--- config.mk ---
export PLATFORM = sky130hd
export DESIGN_NAME = pulse_req_initiator
export DESIGN_NICKNAME = d
export VERILOG_FILES = /design/src/rtl/pulse_req_pkg.sv /design/src/rtl/pulse_req_rise_detect.sv /design/src/rtl/pulse_req_initiator.sv
export SDC_FILE = /design/constraint.sdc
export NUM_CORES = 1
export LEC_CHECK = 0
export CORE_MARGIN = 5
export CORE_UTILIZATION = 43
export DETAILED_ROUTE_END_ITERATION = 12
export PLACE_DENSITY = 0.67
export SYNTH_ARGS = -nofsm -noshare
export SYNTH_HDL_FRONTEND = slang
export SYNTH_HIERARCHICAL = 1
export SYNTH_SLANG_ARGS = --single-unit
--- constraint.sdc ---
create_clock -name clk -period 2.15 [get_ports clk]
set_input_delay 0.215 -clock clk [delete_from_list [all_inputs] [get_ports clk]]
set_output_delay 0.215 -clock clk [all_outputs]
set_load 0.03 [all_outputs]
--- src/rtl/pulse_req_pkg.sv ---
// Shared types and default sizing for the pulse request initiator.
package pulse_req_pkg;

  // Initiator FSM: idle, driving the request pulse, waiting for acknowledge.
  typedef enum logic [1:0] {
    IDLE  = 2'd0,
    DRIVE = 2'd1,
    WAIT  = 2'd2
  } state_e;

  localparam int DEF_CNT_W   = 8;
  localparam int DEF_TIMEOUT = 16;
  localparam int DEF_STAT_W  = 16;

endpackage

--- src/rtl/pulse_req_rise_detect.sv ---
// Registers a 1-bit input and flags its rising edge in the cycle it is first seen high.
module rise_detect (
  input  logic clk,
  input  logic rst_n,
  input  logic d,
  output logic q,
  output logic rise
);

  // Delayed copy of the input; cleared on reset so a level already high after reset counts as a rise.
  // NOTE: sequential state uses non-blocking assignments so every flop samples pre-edge values.
  always_ff @(posedge clk or negedge rst_n) begin
    if (!rst_n) begin
      q <= 1'b0;
    end else begin
      q <= d;
    end
  end

  assign rise = d & ~q;

endmodule

--- src/rtl/pulse_req_initiator.sv ---
// Initiator of the single-wire pulse request/response handshake: drives a request
// pulse, waits for a rising acknowledge, reports done/timeout and counts outcomes.
module pulse_req_initiator
  import pulse_req_pkg::*;
#(
  parameter int CNT_W   = DEF_CNT_W,
  parameter int TIMEOUT = DEF_TIMEOUT,
  parameter int STAT_W  = DEF_STAT_W
) (
  input  logic              clk,
  input  logic              rst_n,
  input  logic              start,
  input  logic [CNT_W-1:0]  pulse_len,
  output logic              in_signal,
  input  logic              out_signal,
  output logic              busy,
  output logic              done,
  output logic              timeout,
  output logic [STAT_W-1:0] pass_count,
  output logic [STAT_W-1:0] fail_count
);

  localparam logic [CNT_W-1:0]  CNT_ONE   = CNT_W'(1);
  localparam logic [CNT_W-1:0]  TIMEOUT_V = CNT_W'(TIMEOUT);
  localparam logic [STAT_W-1:0] STAT_ONE  = STAT_W'(1);

  state_e           state;
  logic [CNT_W-1:0] cnt;
  logic             out_q;
  logic             ack;

  // Acknowledge is a rising edge of out_signal, judged against its registered copy.
  rise_detect u_rise (
    .clk   (clk),
    .rst_n (rst_n),
    .d     (out_signal),
    .q     (out_q),
    .rise  (ack)
  );

  assign busy = (state != IDLE);

  // Request FSM with registered request pulse, completion pulses and saturating statistics.
  always_ff @(posedge clk or negedge rst_n) begin
    if (!rst_n) begin
      state      <= IDLE;
      cnt        <= '0;
      in_signal  <= 1'b0;
      done       <= 1'b0;
      timeout    <= 1'b0;
      pass_count <= '0;
      fail_count <= '0;
    end else begin
      // NOTE: the completion pulses default low every cycle and are only raised by the WAIT
      // exit below, which is what makes them exactly one cycle wide.
      done    <= 1'b0;
      timeout <= 1'b0;
      unique case (state)
        IDLE: begin
          in_signal <= 1'b0;
          if (start) begin
            state     <= DRIVE;
            cnt       <= (pulse_len == '0) ? CNT_ONE : pulse_len;
            in_signal <= 1'b1;
          end
        end
        DRIVE: begin
          if (cnt == CNT_ONE) begin
            state     <= WAIT;
            in_signal <= 1'b0;
            cnt       <= TIMEOUT_V;
          end else begin
            cnt <= cnt - CNT_ONE;
          end
        end
        WAIT: begin
          // Acknowledge takes priority over expiry in the same cycle.
          if (ack) begin
            state <= IDLE;
            done  <= 1'b1;
            if (pass_count != '1) pass_count <= pass_count + STAT_ONE;
          end else if (cnt == CNT_ONE) begin
            state   <= IDLE;
            timeout <= 1'b1;
            if (fail_count != '1) fail_count <= fail_count + STAT_ONE;
          end else begin
            cnt <= cnt - CNT_ONE;
          end
        end
        default: begin
          state     <= IDLE;
          in_signal <= 1'b0;
        end
      endcase
    end
  end

  // Protocol invariants of the initiator.
  a_req_only_in_drive: assert property (@(posedge clk) disable iff (!rst_n)
    in_signal |-> (state == DRIVE));
  a_done_from_wait: assert property (@(posedge clk) disable iff (!rst_n)
    done |-> ($past(state) == WAIT));
  a_done_timeout_excl: assert property (@(posedge clk) disable iff (!rst_n)
    $onehot0({done, timeout}));

endmodule

== Yosys cells after proc, flatten, opt, wreduce, memory -nomap -nowiden ==
Index checks and enable logic that the tools add are counted.
Storage, ports and cells
  register bits: 46
  input bits: 12
  output and inout port bits: 36
Cells by class
  add/subtract/negate cells: 3
  eq/ne operators: 10
  multiplexer cells: 19
  bitwise gates (word level): 4
  reduce and logical (&&, ||, !) cells: 9
Operators by type and width (number)
  $mux W8: 5
  $add A16 B1 Y16 const B: 2
  $ne A16 B16 Y1 const B: 2
  $pmux W8 S3: 1
  $eq A8 B1 Y1 const B: 1
  $logic_not A8 Y1: 1
  $mux W2: 4
  $ne A2 B2 Y1 const B: 4
  $reduce_and A4 Y1: 2
  $sub A8 B1 Y8 const B: 1
  $mux W1: 7
  $pmux W2 S3: 1
  $reduce_and A3 Y1: 2
  $ne A3 B3 Y1 const B: 1
  $not A1 Y1: 3
  $pmux W1 S3: 1
  $reduce_bool A3 Y1: 1
  $eq A2 B1 Y1 const B: 1
  $eq A2 B2 Y1 const B: 1
  $logic_not A2 Y1: 1
  $reduce_and A2 Y1: 1
  $reduce_bool A2 Y1: 1
  $and A1 B1 Y1: 1

== Longest topological paths before layout ==
  word-level depth: 4
  gate-level depth with buffers: 8

== Cells and area by module ==
Netlist, hierarchy kept.
By module, submodules not included
  pulse_req_initiator: times used 1, cells an instance 228, area an instance 2384.8 µm²
  rise_detect: times used 1, cells an instance 2, area an instance 38.8 µm²

== Worst setup path after synthesis ==
OpenSTA, ideal clock, no wires.
  kind: register -> register
  from: register state[0]
  to: register cnt[5]
  arrival time: 1.726 ns
  slack: 0.278 ns
  stages on the path, launching flop included: 8
  path buffers: 0
  clock period less this slack: 1.872 ns
  cell sequence: dfrtp_1 > inv_1 > ha_1 > or2_2 > o311ai_4 > nor2_2 > a22oi_2 > o221ai_1
Between the ends
  word-level cells in the longest chain between the ends: 3
Ends and longest elaborated chain
  start, declared: line pulse_req_initiator.sv:27  | state_e state;
  start signal, assigned: line pulse_req_initiator.sv:46  | state <= IDLE;
  start signal, assigned: line pulse_req_initiator.sv:62  | state <= DRIVE;
  start signal, assigned: line pulse_req_initiator.sv:69  | state <= WAIT;
  $eq A2 B2 Y1, or another cell as far along: line pulse_req_initiator.sv:58  | unique case (state)
  $ne A2 B2 Y1 (no source line) or $reduce_bool A3 Y1 (tied branches)
  $reduce_and A4 Y1 (no source line)
  end signal, assigned: line pulse_req_initiator.sv:63  | cnt <= (pulse_len == '0) ? CNT_ONE : pulse_len;
  end signal, assigned: line pulse_req_initiator.sv:73  | cnt <= cnt - CNT_ONE;
  end signal, assigned: line pulse_req_initiator.sv:87  | cnt <= cnt - CNT_ONE;
  end, declared: line pulse_req_initiator.sv:28  | logic [CNT_W-1:0] cnt;
Parallel ways exist; a longest one is shown, timed or not.
A chain may end at the register's enable or synchronous reset.

== Worst setup path after layout ==
  from: register state[0]
  to: register cnt[6]
The elaborated chain is that of the path after synthesis.

==> summary.md <==
| Metric | Value |
|---|---|
| Site row count | `27` |
| CP arrival | `between 2 and 2.5 ns` |
| Iter 0 DRT Violations | `a little under 60` |
| Gr usage total | `between 10% and 20%` |
| Initial Util | `44.0%` |
| WP data required | `2.32 ns` |
| Largest stage delay, worst path | `0.40 ns` |
| TritonCTS Buffers | `5` |
| Synthesized cell area | `about 2400 sq um` |
| Post-Synth Simple-Gate Area | `24.1%` |
| Clock Skew | `around 0.008 ns` |
| Synth Area in Compound Gates | `9.86%` |
| WL final | `roughly 4900 microns` |
| Sequential share of the synthesized area | `between 40% and 50%` |
| Most frequent cells after synthesis | `46 x dfrtp_1, 24 x xnor2_1, 18 x nand2_1` |
| DIE AREA | `around 7200 sq um` |
| Dpl hpwl | `roughly 3800 microns` |
| WL/cell | `approximately 13 microns` |
| Ys flop type | `dfrtp_1` |
| CTS sink count | `between 40 and 50` |
| Final Hold Vio Count | `0` |
| Critical Path End Type | `flop` |
| VDD IR max | `roughly 0.00066 V` |
| Number of fill cells | `just over 500` |
| Most common cell on crit path | `o21ai_1` |
| Number of nets with antenna violations after routing | `0` |
| Multi-input logic area | `~1200 sq um` |
| Most area-consuming cells after synthesis | `dfrtp_1 47%, xnor2_1 8.7%, ha_1 4.6%, nand4_1 3.6%, nand2_1 2.8%` |
| Synth warnings | `6` |
| Storage cell area | `roughly 1200 sq um` |
| Synth Area in XOR/XNOR | `a little over a tenth` |
| Vias in the first global route | `~1900` |
| Clock Pin Slew Worst Setup and Hold Paths | `roughly 0.090 ns` |
| Worst path cell trace | `inv_1 -> ha_1 -> or2_2 -> o311ai_4 -> buf_4 -> a31oi_1 -> o21ai_1 -> o21ai_1` |
| Setup bufs post-CTS | `0` |
| Initial antenna violation count | `0` |
| Path category of the worst min-delay check | `in2reg` |
| Final setup violation count | `0` |
| Seq cells post-synth | `46` |
| CTS tree | `done` |
| Largest family of logic cells by synthesized area | `simple AND/OR/NAND/NOR gates` |
| Crit path kind | `reg2reg` |
| Die H | `about 85 microns` |
| Power per cell area | `871 nW/um^2` |
| Tmin final | `~2 ns` |
| First-pass GRT wire length | `about 8700 microns` |
| Largest area contributor in the netlist | `dfrtp_1` |
| Clock root buffer | `clkbuf_8` |
| R2R Setup Slk | `0.14 ns` |
| Max H-tree Level | `2` |
| Buffers on Ports | `47` |
| Smallest hold slack | `0.402 ns` |
| Startpoint types | `flop` |
| Setup crit end | `cnt[6]` |
| Max-cap viol count | `0` |
| Synth Instances | `between 200 and 250` |
| Worst-path fanout max | `7` |
| Fmax | `498 MHz` |
| Worst Tran Pin Value | `between 0.5 and 0.6 ns` |
| Global placer's final weighted congestion | `between 0.7 and 0.8` |
| Clk Latency, worst-skew pair | `between 0.2 and 0.3 ns` |
| Final Max Tran Viols | `0` |
| Pre-Repair DR Iteration Count | `4` |
| Async S/R FF share, synth | `between 90% and 100%` |
| Vias/cell | `approximately 5.4` |
| Post-synthesis mux area share | `under 10%` |
| Area Growth Syn to Fin | `29.2%` |
| Nets | `between 300 and 400` |
| Placeable Area | `5510 sq um` |
| Layout cells sized above 1 | `about a tenth` |
| FF-to-FF Start | `state[0]` |
| Chip Width | `about 85 microns` |
| Via Count | `1946` |
| Grt ovf | `0` |
| R2r endpoint | `cnt[6]` |
| Static leakage | `around 1.3 nW` |
| Post-Synth Adder-Cell Area | `under 10%` |
| Setup_tns | `0 ns` |
| Outcome | `completed` |
| CP max stage cell | `dfrtp_1` |
| Diode count | `0` |
| Worst setup path start | `state[0]` |
| Largest net degree at the start of global routing | `25` |
| R2R cell count | `8` |
| Mean area per synthesized cell | `between 10 and 15 sq um` |
| Clock buffer depth | `2` |
| RSZ-0062 raised after global routing | `no` |
| Post-synth EDFFs | `0` |
| Ports | `between 40 and 50` |
| Synth unique cells | `45` |
| Worst hold path startpoint | `out_signal` |
| Net count after synthesis | `~250` |
| Drt drc | `0` |
| Yosys top cell area share | `between 40% and 50%` |
| Rel. slew slack | `62.3%` |
| Most common cell in the synthesized netlist | `dfrtp_1` |
| Final period util | `between 90% and 100%` |
## worst max-delay path: cells and delay by family, from the launching register on
family          cells  cell delay [ns]
fa+ha+maj           1             0.28
flops               1             0.40
simple gates        1             0.33
buf+inv             2             0.30
compound gates      4             0.57
## stage by stage
| step | power [mW] | utilization (%) | instances | instance area [sq um] | setup slack (ns) |
|---|---|---|---|---|---|
| finish | 2.73 | 56.9 | 362 | 3130 | 0.141 |
| global route | 2.94 | 56.9 | 362 | 3130 | 0.0295 |
| CTS | 2.76 | 56.7 | 362 | 3120 | 0.134 |
| detailed placement | 2.23 | 55.0 | 353 | 3030 | 0.141 |
| global placement | 2.22 | 55.0 | 353 | 3030 | 0.187 |
| floorplan | 1.91 | - | 230 | 2420 | 0.278 |
## sequential cells by signal (all words and copies together), names as in the netlist
signal	flops
pass_count	16
done	1
u_rise/q	1
state	2
fail_count	16
cnt	8
timeout	1
in_signal	1
## worst min-delay path by stage
stage	slack (ns)	end	cells after the start
floorplan	-0.08	cnt[0]	0
global route	0.41	u_rise/q	1
detailed placement	0.22	fail_count[4]	1
global placement	0.23	fail_count[4]	1
finish	0.40	u_rise/q	1
CTS	0.40	u_rise/q	1
## routing by layer
layer	share of wire [%]	global-route usage, %	vias up
met3	4.7	3.01	6
met5	0	0	-
met2	49	24.2	39
li1	-	-	943
met4	1.3	3.74	0
met1	45	18.6	958
## final cells by class
cell class / instances / area share (%)
multi-input combinational: 172 / 39.2
timing repair buffer: 55 / 17.3
tap: 72 / 2.88
clock buffer: 6 / 2.32
sequential: 46 / 36.8
inverter: 9 / 1.08
clock inverter: 2 / 0.440
## power by group
part | total (mW) | switching (mW) | internal, mW
registers | 1.10 | 0.126 | 0.977
clock network | 0.514 | 0.285 | 0.230
logic | 1.11 | 0.619 | 0.489
## cells by family after synthesis
kind of cell	count (synthesis)
simple gates	96
buf+inv	12
xor+xnor	29
compound gates	35
mux	3
flops	46
fa+ha+maj	9
## repair_timing
item                                    4_1_cts  5_1_grt
endpoints found under the setup margin        0        1
endpoints found under the hold margin        23        0
hold buffers                                  1        0
resized for setup                             0        1
## placed cells by master (no fill, tap or decap), types with 5 or more instances in the layout
| cell type | instances |
|---|---|
| buf_4 | 6 |
| nand2_1 | 18 |
| clkbuf_8 | 5 |
| dfrtp_1 | 46 |
| xor2_1 | 5 |
| nor2_1 | 11 |
| o21ai_1 | 9 |
| a21oi_1 | 10 |
| ha_1 | 9 |
| xnor2_1 | 24 |
| nand4_1 | 14 |
| nor3_1 | 7 |
| inv_1 | 9 |
| and3_1 | 7 |
| nand3_1 | 13 |
| clkdlybuf4s50_1 | 46 |
Note: power is estimated with default switching activity, not from simulation.
